## src/rtl/decoder_stage_controller_pkg.sv

```systemverilog
// Shared decoder parameters package.
// Holds the stage broadcast encoding seen by every processing unit (stage_in)
// and by the stage controller, plus small helpers used by the controller.
package decoder_stage_controller_pkg;

  localparam int STAGE_WIDTH = 3;

  // Width of the quiet-cycle counter; QUIESCE_CYCLES is limited to 1..15.
  localparam int QUIET_CNT_WIDTH = 4;

  typedef enum logic [STAGE_WIDTH-1:0] {
    IDLE                = 3'd0,
    MEASUREMENT_LOADING = 3'd1,
    SPREAD_CLUSTER      = 3'd2,
    SYNC_IS_ODD_CLUSTER = 3'd3,
    GROW_BOUNDARY       = 3'd4,
    RESULT_VALID        = 3'd5
  } stage_e;

  // 16-bit increment that sticks at all-ones.
  function automatic logic [15:0] sat_inc16(input logic [15:0] value);
    return (value == 16'hFFFF) ? value : value + 16'd1;
  endfunction

endpackage

```

## src/rtl/decoder_stage_controller_quiescence_counter.sv

```systemverilog
// quiescence_counter
// Counts consecutive quiet (busy=0) cycles and flags the cycle in which the
// count reaches QUIESCE_CYCLES. The count restarts on any busy cycle, while
// clear is high, and after each completed quiet run.
// Ports:
//   clk   - clock
//   reset - synchronous, active-low reset
//   clear - hold count at zero (controller is not in a settling stage)
//   busy  - OR of PU activity this cycle
//   done  - this cycle completes QUIESCE_CYCLES consecutive quiet cycles
module quiescence_counter
  import decoder_stage_controller_pkg::*;
#(
  parameter int QUIESCE_CYCLES = 3
) (
  input  logic clk,
  input  logic reset,
  input  logic clear,
  input  logic busy,
  output logic done
);

  logic [QUIET_CNT_WIDTH-1:0] cnt_q, cnt_d;

  // NOTE: every signal written here gets a default first, so no path leaves
  // it unassigned and no latch is inferred.
  always_comb begin
    done  = 1'b0;
    cnt_d = cnt_q;
    if (clear || busy) begin
      cnt_d = '0;
    end else if (cnt_q == QUIET_CNT_WIDTH'(QUIESCE_CYCLES - 1)) begin
      // This quiet cycle is the QUIESCE_CYCLES-th one: end the run.
      done  = 1'b1;
      cnt_d = '0;
    end else begin
      cnt_d = cnt_q + 1'b1;
    end
  end

  // NOTE: state registers use non-blocking assignment so every flop samples
  // the pre-edge values, independent of block ordering.
  always_ff @(posedge clk) begin
    if (!reset) begin
      cnt_q <= '0;
    end else begin
      cnt_q <= cnt_d;
    end
  end

endmodule

```

## src/rtl/decoder_stage_controller.sv

```systemverilog
// decoder_stage_controller
// Sequences the decoder array through its stages and broadcasts the current
// stage to every processing unit. Settling stages end after QUIESCE_CYCLES
// consecutive quiet cycles; the grow loop ends when no odd clusters remain
// or MAX_ITERATION grow stages have been issued (timeout).
// All outputs come straight from registers.
// Ports:
//   clk               - clock
//   reset             - synchronous, active-low reset
//   start             - decode request, honoured only in IDLE
//   busy_any          - any PU processing or channel valid
//   odd_cluster_any   - any odd cluster not touching the boundary
//   result_ready      - consumer accepts the result
//   stage             - current stage encoding
//   result_valid      - decode finished, result stable
//   timeout           - gave up with odd clusters left (valid with result_valid)
//   iteration_counter - GROW_BOUNDARY stages issued in this decode
//   cycle_counter     - active decode cycles (saturating)
module decoder_stage_controller
  import decoder_stage_controller_pkg::*;
#(
  parameter int CODE_DISTANCE  = 5,
  parameter int QUIESCE_CYCLES = 3,
  parameter int MAX_ITERATION  = 2 * CODE_DISTANCE
) (
  input  logic                   clk,
  input  logic                   reset,
  input  logic                   start,
  input  logic                   busy_any,
  input  logic                   odd_cluster_any,
  input  logic                   result_ready,
  output logic [STAGE_WIDTH-1:0] stage,
  output logic                   result_valid,
  output logic                   timeout,
  output logic [7:0]             iteration_counter,
  output logic [15:0]            cycle_counter
);

  stage_e      state_q, state_d;
  logic [7:0]  iter_q, iter_d;
  logic [15:0] cyc_q, cyc_d;
  logic        timeout_q, timeout_d;
  logic        quiet_clear;
  logic        quiet_done;

  // Quiet counting only runs in the two settling stages; anywhere else it is
  // held at zero, so it always starts from zero on stage entry.
  assign quiet_clear = !((state_q == SPREAD_CLUSTER) ||
                         (state_q == SYNC_IS_ODD_CLUSTER));

  quiescence_counter #(
    .QUIESCE_CYCLES(QUIESCE_CYCLES)
  ) u_quiescence_counter (
    .clk  (clk),
    .reset(reset),
    .clear(quiet_clear),
    .busy (busy_any),
    .done (quiet_done)
  );

  always_comb begin
    state_d   = state_q;
    iter_d    = iter_q;
    cyc_d     = cyc_q;
    timeout_d = timeout_q;

    unique case (state_q)
      IDLE: begin
        if (start) begin
          state_d   = MEASUREMENT_LOADING;
          iter_d    = '0;
          cyc_d     = '0;
          timeout_d = 1'b0;
        end
      end

      MEASUREMENT_LOADING: begin
        cyc_d   = sat_inc16(cyc_q);
        state_d = SPREAD_CLUSTER;
      end

      SPREAD_CLUSTER: begin
        cyc_d = sat_inc16(cyc_q);
        if (quiet_done) state_d = SYNC_IS_ODD_CLUSTER;
      end

      SYNC_IS_ODD_CLUSTER: begin
        cyc_d = sat_inc16(cyc_q);
        if (quiet_done) begin
          // odd_cluster_any is only meaningful once the array has settled,
          // so it is sampled in the exit cycle.
          if (!odd_cluster_any) begin
            state_d   = RESULT_VALID;
            timeout_d = 1'b0;
          end else if (iter_q == 8'(MAX_ITERATION)) begin
            state_d   = RESULT_VALID;
            timeout_d = 1'b1;
          end else begin
            state_d = GROW_BOUNDARY;
          end
        end
      end

      GROW_BOUNDARY: begin
        cyc_d   = sat_inc16(cyc_q);
        iter_d  = iter_q + 8'd1;
        state_d = SPREAD_CLUSTER;
      end

      RESULT_VALID: begin
        // A start arriving with the handshake is dropped: we return to IDLE.
        if (result_ready) state_d = IDLE;
      end

      default: state_d = IDLE;
    endcase
  end

  always_ff @(posedge clk) begin
    if (!reset) begin
      state_q   <= IDLE;
      iter_q    <= '0;
      cyc_q     <= '0;
      timeout_q <= 1'b0;
    end else begin
      state_q   <= state_d;
      iter_q    <= iter_d;
      cyc_q     <= cyc_d;
      timeout_q <= timeout_d;
    end
  end

  assign stage             = state_q;
  assign result_valid      = (state_q == RESULT_VALID);
  assign timeout           = timeout_q;
  assign iteration_counter = iter_q;
  assign cycle_counter     = cyc_q;

endmodule

```

## config.mk

```make
export PLATFORM = sky130hd
export DESIGN_NAME = decoder_stage_controller
export DESIGN_NICKNAME = d
export VERILOG_FILES = /design/src/rtl/decoder_stage_controller_pkg.sv /design/src/rtl/decoder_stage_controller_quiescence_counter.sv /design/src/rtl/decoder_stage_controller.sv
export SDC_FILE = /design/constraint.sdc
export NUM_CORES = 1
export LEC_CHECK = 0
export ABC_AREA = 0
export CAP_MARGIN = 20
export CORE_AREA = 8 8 89 91
export DETAILED_ROUTE_END_ITERATION = 12
export DIE_AREA = 0 0 97 99
export PLACE_DENSITY_LB_ADDON = 0.3
export SLEW_MARGIN = 30
export SYNTH_ARGS = -nofsm -noshare
export SYNTH_HDL_FRONTEND = slang
export SYNTH_HIERARCHICAL = 1
export SYNTH_SLANG_ARGS = --single-unit
```

## constraint.sdc

```tcl
create_clock -name clk -period 3.5 [get_ports clk]
set_input_delay 0.7 -clock clk [delete_from_list [all_inputs] [get_ports clk]]
set_output_delay 0.7 -clock clk [all_outputs]
set_load 0.02 [all_outputs]
```

==> flow_summary_export.csv <==
group,metric,value,unit
run_status,status,"finished clean",
timing,setup_ws,1.00,ns
timing,max_freq,400,MHz
setup_path,arrival,1.80,ns
power,peakVddDrop,0.169,mV
grt,antenna_found_initial,0,
timing,tns,0,ns
grt,grt_pass1_vias,1751,
setup_path,worst_setup_path_end_kind,"primary output",
grt,grt_max_degree,20,
drt,finalWirelength,4860,µm
clock_tree,root_buffer,"clkbuf_8",
timing,fin_skew,0.00771,ns
hold_path,hp-class,"reg2reg",
cells_and_area,instances_no_fill,332,
clock_tree,htreeDepth,2,
cells_and_area,area_growth,26.3,%
synth,ys_warn_count,6,
synth,syn_inst,222,
setup_path,cp-start-kind,"register",
timing,holdWs,0.462,ns
timing,drv_slew,0,
clock_tree,clockBufferDepth,2,
cells_and_area,antennaDiodeCount,0,
synth,syn_area,1830,µm²
die,num_rows,30,
hold_path,hold_depth,1,
cells_and_area,fin_nets,263,
clock_tree,post_cts_resized,0,
clock_tree,cts_hold_buf,0,
drt,vias_per_cell,5.46,
drt,drtPass1Iterations,4,
synth,ys_async_sr_fraction,0,
timing,finalSetupViolations,0,
timing,fin_crit,2.50,ns
grt,grt-ovfl-total,0,
cells_and_area,post-route-cell-area,2310,µm²
drt,via_count,1812,
setup_path,critPathMaxFanout,16,
place,pre_cts_ws,0.914,ns
synth,synth.distinct_cells,51,
synth,synth_most_common_cell,"dfxtp_1",
setup_path,cp.required,2.80,ns
die,die_area,9600,µm²
job,max-cap-violations,0,
place,dp.cells,325,
clock_tree,clkLatencyLatePin,0.29,ns
setup_path,startpoint,"stage[2]",
grt,grt_first_pass_wirelength,8340,µm
synth,syn_nets,233,
setup_path,critical_path_class,"reg2out",
clock_tree,clkTransAtPathRegs,0.06,ns
place,gp_congestion,0.795,
synth,ys_ff_latch,32,
power,power_density,330,nW/µm²
cells_and_area,seq_area,641,µm²
drt,routedWlPerCell,14.6,µm
synth,yosys-top-cells-area,"dfxtp_1 (35%), a21oi_1 (4.9%), or4_1 (3.7%)",
setup_path,rr_worst_depth,5,
cells_and_area,multiInputGateArea,1090,µm²
timing,worst_slew_pin_slew,0.876,ns
synth,synth_edf_count,0,
synth,postSynthAreaPerCell,8.25,µm²
place,dpl_cell_area,2220,µm²
synth,synth_top_area_cell,"dfxtp_1",
clock_tree,cts_tree,"done",
clock_tree,cts_sinks,32,
synth,synth_common_cells,"dfxtp_1 (32), a21oi_1 (18), nor2_1 (15)",
cells_and_area,fillCellCount,695,
drt,drtIter0Drc,90,
synth,yosys.area.top_type_share,0.350,
synth,yosysSeqAreaShare,0.350,
place,io_buffer_count,34,
die,die_w,97,µm
timing,period_share,0.714,
cells_and_area,layout-drive-gt1-share,0.0516,
die,ios,35,
clock_tree,post_cts_buffers,0,
hold_path,hp-start,"u_quiescence_counter/cnt_q[0]",
drt,drc_errors,0,
die,start_util,0.279,
synth,synth_flop_cell,"dfxtp_1",
timing,rsz0062_at_grt,"false",
setup_path,r2r_start,"cycle_counter[0]",
die,fp.dieH,99,µm
die,core,6570,µm²
clock_tree,cts_buffers,5,
grt,grt.total_usage,0.105,
place,dp_hpwl,3480,µm
drt,ant_nets,0,
power,p_leak,0.730,nW
timing,relSlewSlack,0.412,
timing,final_hold_viol_count,0,
## cells in the final DEF (no fill, tap or decap), types with 4 or more instances in the layout
| cell type | netlist | final |
|---|---|---|
| o21ai_1 | 6 | 6 |
| ha_1 | 5 | 5 |
| nand2_1 | 11 | 11 |
| dfxtp_1 | 32 | 32 |
| inv_1 | 12 | 12 |
| nor3_1 | 7 | 7 |
| nor2_1 | 15 | 15 |
| or3_1 | 7 | 7 |
| or3b_1 | 5 | 5 |
| clkbuf_8 | 0 | 7 |
| or4_1 | 9 | 9 |
| o311ai_1 | 4 | 4 |
| o21ai_0 | 4 | 4 |
| nand4_1 | 9 | 9 |
| nand3_1 | 12 | 12 |
| o211ai_1 | 7 | 7 |
| and3_1 | 4 | 4 |
| a21oi_1 | 18 | 18 |
| clkdlybuf4s50_1 | 0 | 34 |
## where the power goes
| group | internal (mW) | total (mW) | switching [mW] |
|---|---|---|---|
| Combinational | 0.0253 | 0.0678 | 0.0424 |
| Sequential | 0.368 | 0.379 | 0.0107 |
| Clock | 0.175 | 0.316 | 0.141 |
| Total | 0.569 | 0.763 | 0.194 |
## metrics by stage
step | power (mW) | utilization
2_1_floorplan | 0.432 | -
3_3_place_gp | 0.455 | 0.338
3_5_place_dp | 0.456 | 0.338
4_1_cts | 0.777 | 0.352
5_1_grt | 0.801 | 0.352
6_report | 0.763 | 0.352
## flip-flops by register name, summed over array words and instances, names as in the netlist
register / flops
u_quiescence_counter/cnt_q: 4
stage: 3
timeout: 1
iteration_counter: 8
cycle_counter: 16
## final timing paths
path	endpoint	slack, ns
worst max-delay path	result_valid	1.00
worst min-delay path	u_quiescence_counter/cnt_q[0]	0.46
worst max register to register	cycle_counter[15]	1.17
worst min register to register	u_quiescence_counter/cnt_q[0]	0.46
## metal layers
layer  share of wire  track usage  routed length [µm]
met5               0            0                   0
met4           0.016       0.0426                  78
met3           0.058       0.0343                 282
met2            0.45        0.164                2190
met1            0.48        0.128                2310
## worst max-delay path, cell delays in order (launching register included)
cell	delay, ns
dfxtp_1	0.58
nand2b_1	0.17
nor2_1	0.14
clkdlybuf4s50_1	0.62
## cell families (layout without fill, tap and decap cells)
| logic type | count (synthesis) | count (layout) | share of synthesized area |
|---|---|---|---|
| XOR/XNOR | 2 | 2 | 0.00956 |
| buffers and inverters | 23 | 53 | 0.0546 |
| adder cells (fa/ha/maj) | 5 | 5 | 0.0342 |
| multiplexers | 1 | 1 | 0.00615 |
| AO/OA/AOI/OAI | 60 | 60 | 0.217 |
| AND/OR/NAND/NOR | 99 | 99 | 0.329 |
| flip-flops | 32 | 32 | 0.350 |
## final cells by class
| type | instances | share of cell area |
|---|---|---|
| timing repair buffer | 34 | 0.147 |
| tap | 80 | 0.0433 |
| clock buffer | 7 | 0.0416 |
| multi-input combinational | 167 | 0.472 |
| inverter | 12 | 0.0195 |
| sequential | 32 | 0.277 |
Note: power is estimated with default switching activity, not from simulation.
